--- config.mk ---
export PLATFORM = sky130hd
export DESIGN_NAME = adat_frame_parser
export DESIGN_NICKNAME = d
export VERILOG_FILES = /design/src/rtl/adat_frame_parser.sv
export SDC_FILE = /design/constraint.sdc
export NUM_CORES = 1
export LEC_CHECK = 0
export ABC_AREA = 1
export CELL_PAD_IN_SITES_DETAIL_PLACEMENT = 0
export CELL_PAD_IN_SITES_GLOBAL_PLACEMENT = 2
export CORE_MARGIN = 10
export CORE_UTILIZATION = 25
export CTS_BUF_LIST = sky130_fd_sc_hd__clkbuf_8 sky130_fd_sc_hd__clkbuf_16
export DETAILED_ROUTE_END_ITERATION = 12
export MAX_ROUTING_LAYER = met4
export PLACE_DENSITY_LB_ADDON = 0.1
export SLEW_MARGIN = 25
export SYNTH_ARGS = -nofsm -noshare
export SYNTH_HDL_FRONTEND = slang
export SYNTH_SLANG_ARGS = --single-unit
export TNS_END_PERCENT = 1
--- constraint.sdc ---
create_clock -name clk_i -period 2.1 [get_ports clk_i]
set_input_delay 0.21 -clock clk_i [delete_from_list [all_inputs] [get_ports clk_i]]
set_output_delay 0.21 -clock clk_i [all_outputs]
set_load 0.01 [all_outputs]
--- src/rtl/adat_frame_parser.sv ---
// ADAT frame parser: slices the decoded ADAT bit stream into 24-bit channel
// samples and user bits, tracking frame sync and lock.
module adat_frame_parser #(
   parameter int LOCK_FRAMES = 2,
   parameter int BIT_TIMEOUT = 64
) (
   input  logic        clk_i,
   input  logic        reset_i,
   input  logic        bit_i,
   input  logic        bit_valid_i,
   output logic [23:0] sample_o,
   output logic [2:0]  sample_ch_o,
   output logic        sample_valid_o,
   output logic [3:0]  user_o,
   output logic        frame_start_o,
   output logic        locked_o,
   output logic        sync_err_o
);
   localparam logic [2:0] LF = 3'(LOCK_FRAMES);
   localparam logic [7:0] TO = 8'(BIT_TIMEOUT);

   typedef enum logic [2:0] {SEARCH, USER, USER_SEP, DATA, SYNC, SYNC_END} state_t;
   state_t state_q, state_d;

   logic [3:0]  zcnt, cnt, user_sr;
   logic [2:0]  nib, slot, ch, clean;
   logic [7:0]  idle;
   logic [23:0] data_sr;
   logic        err, hit, clean_end, timeout;

   always_comb begin
      state_d   = state_q;
      err       = 1'b0;
      hit       = 1'b0;
      clean_end = 1'b0;
      // Fires once, on the idle cycle that brings the counter to saturation.
      timeout   = !bit_valid_i && (idle == TO - 8'd1);
      if (bit_valid_i) begin
         case (state_q)
            SEARCH:   if (bit_i && zcnt >= 4'd10) begin
                         hit     = 1'b1;
                         state_d = USER;
                      end
            USER:     if (cnt == 4'd3) state_d = USER_SEP;
            USER_SEP: if (bit_i) state_d = DATA; else err = 1'b1;
            DATA:     if (nib == 3'd4) begin
                         if (!bit_i) err = 1'b1;
                         else if (slot == 3'd5 && ch == 3'd7) state_d = SYNC;
                      end
            SYNC:     if (bit_i) err = 1'b1;
                      else if (cnt == 4'd9) state_d = SYNC_END;
            SYNC_END: if (bit_i) begin
                         clean_end = 1'b1;
                         state_d   = USER;
                      end else err = 1'b1;
            default:  state_d = SEARCH;
         endcase
      end
      if (err || timeout) state_d = SEARCH;
   end

   always_ff @(posedge clk_i) begin
      if (reset_i) begin
         state_q        <= SEARCH;
         zcnt           <= '0;
         cnt            <= '0;
         user_sr        <= '0;
         nib            <= '0;
         slot           <= '0;
         ch             <= '0;
         clean          <= '0;
         idle           <= '0;
         data_sr        <= '0;
         sample_o       <= '0;
         sample_ch_o    <= '0;
         sample_valid_o <= 1'b0;
         user_o         <= '0;
         frame_start_o  <= 1'b0;
         locked_o       <= 1'b0;
         sync_err_o     <= 1'b0;
      end else begin
         state_q        <= state_d;
         sample_valid_o <= 1'b0;
         frame_start_o  <= 1'b0;
         sync_err_o     <= 1'b0;
         if (bit_valid_i) idle <= '0;
         else if (idle != TO) idle <= idle + 8'd1;
         if (timeout) begin
            locked_o <= 1'b0;
            clean    <= '0;
            zcnt     <= '0;
         end
         if (bit_valid_i) begin
            case (state_q)
               SEARCH: begin
                  if (bit_i) zcnt <= '0;
                  else if (zcnt != 4'd15) zcnt <= zcnt + 4'd1;
                  if (hit) begin
                     frame_start_o <= 1'b1;
                     clean         <= '0;
                     cnt           <= '0;
                  end
               end
               USER: begin
                  user_sr <= {user_sr[2:0], bit_i};
                  cnt     <= cnt + 4'd1;
               end
               USER_SEP: if (bit_i) begin
                  user_o <= user_sr;
                  nib    <= '0;
                  slot   <= '0;
                  ch     <= '0;
               end
               DATA: begin
                  if (nib != 3'd4) begin
                     data_sr <= {data_sr[22:0], bit_i};
                     nib     <= nib + 3'd1;
                  end else begin
                     nib <= '0;
                     if (slot == 3'd5) begin
                        slot <= '0;
                        ch   <= ch + 3'd1;
                        cnt  <= '0;
                        if (locked_o && bit_i) begin
                           sample_o       <= data_sr;
                           sample_ch_o    <= ch;
                           sample_valid_o <= 1'b1;
                        end
                     end else slot <= slot + 3'd1;
                  end
               end
               SYNC: cnt <= cnt + 4'd1;
               SYNC_END: if (clean_end) begin
                  frame_start_o <= 1'b1;
                  cnt           <= '0;
                  if (clean != LF) clean <= clean + 3'd1;
                  if (clean >= LF - 3'd1) locked_o <= 1'b1;
               end
               default: ;
            endcase
            // A '0' that breaks framing may itself be the first sync zero.
            if (err) begin
               sync_err_o <= 1'b1;
               locked_o   <= 1'b0;
               clean      <= '0;
               zcnt       <= bit_i ? 4'd0 : 4'd1;
            end
         end
      end
   end
endmodule

After elaboration in Yosys (flattened, before gate mapping)

Index checks and enable logic that the tools add are counted.

Add/sub/neg operators: 7
$lt $le $gt $ge: 2
Equal/unequal tests: 28
Multiplexer cells: 59
Bitwise gates (word level): 4
Reductions and logical operators: 24

Operator list:

| cell                                                                    | count |
|---|---|
| 3-bit two-way mux                                                       | 21 |
| 4-bit two-way mux                                                       | 10 |
| 2-bit inequality test, second input constant                            | 13 |
| 3-bit one-hot mux with 2 select lines                                   | 4 |
| 1-bit two-way mux                                                       | 20 |
| 3-bit one-hot mux with 6 select lines                                   | 1 |
| 4-bit one-hot mux with 4 select lines                                   | 1 |
| 3-bit equality test, second input constant                              | 5 |
| 3-bit by 1-bit adder with 3-bit output, second input constant           | 4 |
| 10-bit AND reduction                                                    | 1 |
| 5-bit AND reduction                                                     | 2 |
| 2-bit OR reduction                                                      | 5 |
| 3-bit AND reduction                                                     | 3 |
| 4-bit by 1-bit adder with 4-bit output, second input constant           | 2 |
| 8-bit by 1-bit adder with 8-bit output, second input constant           | 1 |
| 8-bit by 6-bit equality test with 1-bit output, second input constant   | 1 |
| 8-bit by 7-bit inequality test with 1-bit output, second input constant | 1 |
| 3-bit by 2-bit equality test with 1-bit output, second input constant   | 2 |
| 6-bit AND reduction                                                     | 1 |
| 5-bit OR reduction                                                      | 1 |
| 4-bit by 2-bit equality test with 1-bit output, second input constant   | 1 |
| 4-bit equality test, second input constant                              | 1 |
| 4-bit greater-or-equal comparator, second input constant                | 1 |
| 1-bit logical AND                                                       | 4 |
| other kinds (15)                                                        | 18 |

Register bits after elaboration: 94
Input port bits: 4
Output and inout port bits: 35
Word-level logic and storage cells: 141

Logic depth before layout (Yosys ltp)

Depth after elaboration: 9
Depth in mapped cells: 12
Depth with buffers taken out: 12

Worst setup path before layout

OpenSTA, ideal clock, no wires.

Kind: reg2reg
Start point: register nib[0]
End point: register sample_o[15]
Library setup time: 116 ps
Data arrival time: 1402 ps
Required time: 1984 ps
Path slack: 583 ps
Stages on the path, launching flop included: 12
Buffers on the path: 2
Period minus slack after synthesis: 1517 ps
Cell sequence: dfxtp_1 -> inv_1 -> ha_1 -> nand2_1 -> inv_1 -> nand3_1 -> nor3_4 -> buf_6 -> inv_4 -> buf_6 -> nor2_1 -> nor2_1

Longest elaborated chain between the ends: 3

RTL lines:

| element                              | line | RTL |
|---|---|---|
| start: declaration                   | 26   | `logic [2:0] nib, slot, ch, clean;` |
| start signal: assignment             | 117  | `nib <= nib + 3'd1;` |
| 3-bit inequality test                | 115  | `if (nib != 3'd4) begin` |
| 1-bit NOT (no source line)           | n/a  |  |
| 5-bit AND reduction (no source line) | n/a  |  |
| end signal: assignment               | 125  | `sample_o <= data_sr;` |
| end: declaration                     | 11   | `output logic [23:0] sample_o,` |

Every way passes these cells.
A chain may end at the register's enable or synchronous reset.

Worst setup path after layout

Start point: register state_q[1]
End point: register cnt[1]

Longest elaborated chain between the ends: 5
Elaborated cells between the ends (all ways): 17
Classes of those cells: 8 x eq/ne; 5 x mux; 4 x reduce/logical

RTL lines:

| element                                                         | line   | RTL |
|---|---|---|
| start: declaration                                              | 23     | `state_t state_q, state_d;` |
| start signal: assignment                                        | 82     | `state_q <= state_d;` |
| 3-bit equality test / 3-bit logical NOT (equally long branches) | 39, 94 |  |
| 1-bit two-way mux                                               | 39     | `case (state_q)` |
| 1-bit two-way mux                                               | 38     | `if (bit_valid_i) begin` |
| 2-bit inequality test (no source line)                          | n/a    |  |
| 6-bit AND reduction (no source line)                            | n/a    |  |
| end signal: assignment                                          | 106    | `cnt <= cnt + 4'd1;` |
| end signal: assignment                                          | 132    | `SYNC: cnt <= cnt + 4'd1;` |
| end: declaration                                                | 25     | `logic [3:0] zcnt, cnt, user_sr;` |

Several ways; a longest one is shown, not always the timed one.

==> results.cfg <==
[floorplanning]
chipWidth_um = 150.3
rows = 47
start_util = 0.2558
die_h_um = 150.3
core-area_um2 = 16580
io_pins = 39
die-area_um2 = 22580

[logic_synthesis]
ys_warn_count = 0
synth_area_um2 = 4242
syn_avg_cell_area_um2 = 7.177
synth_seq_cells = 94
seq_area_frac_synth = 0.4437
yosysUniqueCellTypes = 35
syn-instance-count = 591
synthesis.nets = 608

[clock_network]
clock-sinks = 94
cts_root_buffer = clkbuf_16
clkTransAtPathRegs_ns = 0.07
cts_resized = 0
cts_hold_buf = 0
cts_max_level = 3
clk_latency_ns = 0.35
cts_buffers = 9
cts.path.max_buffers = 2
postCtsSetupBuffers = 0
cts_tree = built

[cells_and_area]
final_nets = 656
fin_util = 0.3159
final_common_cell = nor2_1
final_cell_mix = nor2_1, nand2_1, dfxtp_1
drive_gt1_frac = 0.08385
fin_area_um2 = 5239
area_growth_pct = 23.51
n_antenna_cell = 0

[routing]
via_per_inst = 4.295
drt_iter0_drc = 132
routedWlPerCell_um = 12.68
ant_nets = 0
dr_total_vias = 3711
route.detailed.drc = 0
drt_first_pass_iters = 5
totalWireLength_um = 10950

[power_and_ir_drop]
switching_share = 0.2383
p_clk_frac = 0.463
switchingPower_mw = 0.8375
power_frac_seq = 0.509
power_leakage_nw = 2.405
p_int_mw = 2.677
power_per_cell_area_nw_per_um2 = 670.9
comb_power_share = 0.028
max-vdd-ir-drop_mv = 0.3604

[placement]
gp_congestion = 0.8098
placed_cell_area_um2 = 4945
hpwl_um = 7798
port-buffer-count = 38

[critical_path]
critPathMaxFanout = 8
cp.required_ns = 2.39
critPathMaxStageDelay_ns = 0.60
arrival_ns = 2.08
crit_chain = inv_2, nand3_1, o21ai_0, nor2_2, nand2_1, nand2_1, nand2_1, nor2_1
endpoint = cnt[1]$_SDFFE_PP0P_
reg2reg_depth = 8
r2r_end = cnt[1]$_SDFFE_PP0P_
reg2reg_from = state_q[1]$_SDFFE_PP0P_
crit_path_end_kind = register
crit_path_frequent_cell = nand2_1
ff2ff_setup_slack_ns = 0.31
cp_slowest_cell = dfxtp_1
crit_path_start_kind = register
crit_path_start = state_q[1]$_SDFFE_PP0P_
criticalPathCategory = reg -> reg

[sta]
finalSetupTns_ns = 0
fmaxAchievable_mhz = 559.1
tightest_slew_ns = 0.4516
finalMaxSlewViolations = 0
fin_crit_ns = 1.789
rsz0062_at_grt = false
hold_viol = 0
period_share = 0.8517
max-slew-margin-rel = 0.6985
hold_slack_ns = 0.4442
skew_ns = 0.007055
setup_viol = 0

[global_routing]
gr-total-overflow = 0
grt_pass1_wl_um = 18490
grt_util_all_layers = 0.1055
grt_pass1_vias = 3644
grt_start_max_net_pins = 66
antenna_found_initial = 0

[flow_run]
cap_violations = 0

[min_path]
holdCritPathClass = reg -> reg

[run_status]
status = finished, final reports clean
-- worst max-delay path: cells and delay by family (launching register included) --
family / cells / cell delay, ns
flip-flops: 1 / 0.60
AND/OR/NAND/NOR: 6 / 0.87
buffers and inverters: 1 / 0.11
AO/OA/AOI/OAI: 1 / 0.15
-- synth_stat cells --
cell type	n	area [um^2]
a211oi_1	2	15.01
a21oi_1	23	115.1
and3_1	2	12.51
buf_2	2	10.01
buf_4	2	15.01
buf_6	6	67.56
clkbuf_1	12	45.04
clkbuf_2	1	5.000
clkinv_1	1	3.750
dfxtp_1	94	1882
ha_1	13	162.7
inv_1	47	176.4
inv_2	2	7.510
inv_4	1	6.260
nand2_1	101	379.1
nand2_2	1	6.260
nand2_4	2	22.52
nand3_1	35	175.2
nand3_2	1	10.01
nand3_4	1	17.52
nand3b_1	1	7.510
nand4_1	3	18.77
nor2_1	148	555.5
nor2_2	4	25.02
nor2_4	3	33.78
nor3_1	2	10.01
nor3_4	1	16.27
nor4_1	1	6.260
o21a_1	1	7.510
o21ai_0	66	330.3
o21ai_1	1	5.000
o31ai_1	2	15.01
or2_0	1	6.260
xnor2_1	3	26.28
xor2_1	5	43.79
-- per-stage QoR --
stage	cells	total power [mW]	setup slack, ns
3_5_place_dp	848	1.930	0.1400
4_1_cts	864	3.590	0.2741
6_report	864	3.514	0.3114
3_3_place_gp	848	1.930	0.1903
2_1_floorplan	591	1.883	0.5826
5_1_grt	864	3.684	0.05946
-- power groups by stage --
| stage | logic [mW] | registers (mW) | clock network (mW) |
|---|---|---|---|
| 3_5_place_dp | 0.101 | 1.83 | 0 |
| 5_1_grt | 0.110 | 1.79 | 1.79 |
| 3_3_place_gp | 0.101 | 1.83 | 0 |
| 2_1_floorplan | 0.0546 | 1.83 | 0 |
| 6_report | 0.0974 | 1.79 | 1.63 |
| 4_1_cts | 0.101 | 1.79 | 1.70 |
-- routing by layer --
metal / track usage / up-vias / routed length (um) / share of wire
met1: 0.1354 / 1679 / 5625 / 0.51
met4: 0.04665 / 0 / 214 / 0.020
met5: - / - / 0 / 0
met3: 0.01861 / 13 / 236 / 0.022
met2: 0.1594 / 42 / 4875 / 0.45
li1: - / 1977 / - / -
-- final cells by class --
type / instances / area, um^2
fillers: 1845 / 11340
multi-input cells: 423 / 2023
flip-flops and latches: 94 / 1882
repair buffers: 60 / 570.5
well taps: 220 / 275.3
clock buffers: 10 / 239.0
inverters: 51 / 193.9
clock inverters: 6 / 55.05
-- state kept, by name, indices dropped and copies added, names as in the netlist --
signal,flops
sample_ch_o,3
sync_err_o,1
user_o,4
idle,8
nib,3
locked_o,1
sample_o,24
state_q,3
sample_valid_o,1
zcnt,4
frame_start_o,1
slot,3
cnt,4
clean,3
user_sr,4
ch,3
data_sr,24
-- worst min path at each step --
stage | from | end | slack [ns] | cells past startpoint
global route | user_o[3]$_SDFFE_PP0P_ | user_o[3]$_SDFFE_PP0P_ | 0.47 | 2
detailed placement | user_o[0]$_SDFFE_PP0P_ | user_o[0]$_SDFFE_PP0P_ | 0.44 | 2
finish | user_o[0]$_SDFFE_PP0P_ | user_o[0]$_SDFFE_PP0P_ | 0.44 | 2
CTS | user_o[0]$_SDFFE_PP0P_ | user_o[0]$_SDFFE_PP0P_ | 0.45 | 2
global placement | user_o[2]$_SDFFE_PP0P_ | user_o[2]$_SDFFE_PP0P_ | 0.43 | 2
floorplan | reset_i | clean[0]$_SDFF_PP0_ | 0.38 | 3
-- cell families after synthesis --
kind of cell	share of synthesized area
simple gates	0.3071
compound gates	0.1150
flops	0.4437
buf+inv	0.07935
fa+ha+maj	0.03835
xor+xnor	0.01652
Power figures use the tool's default switching activity.
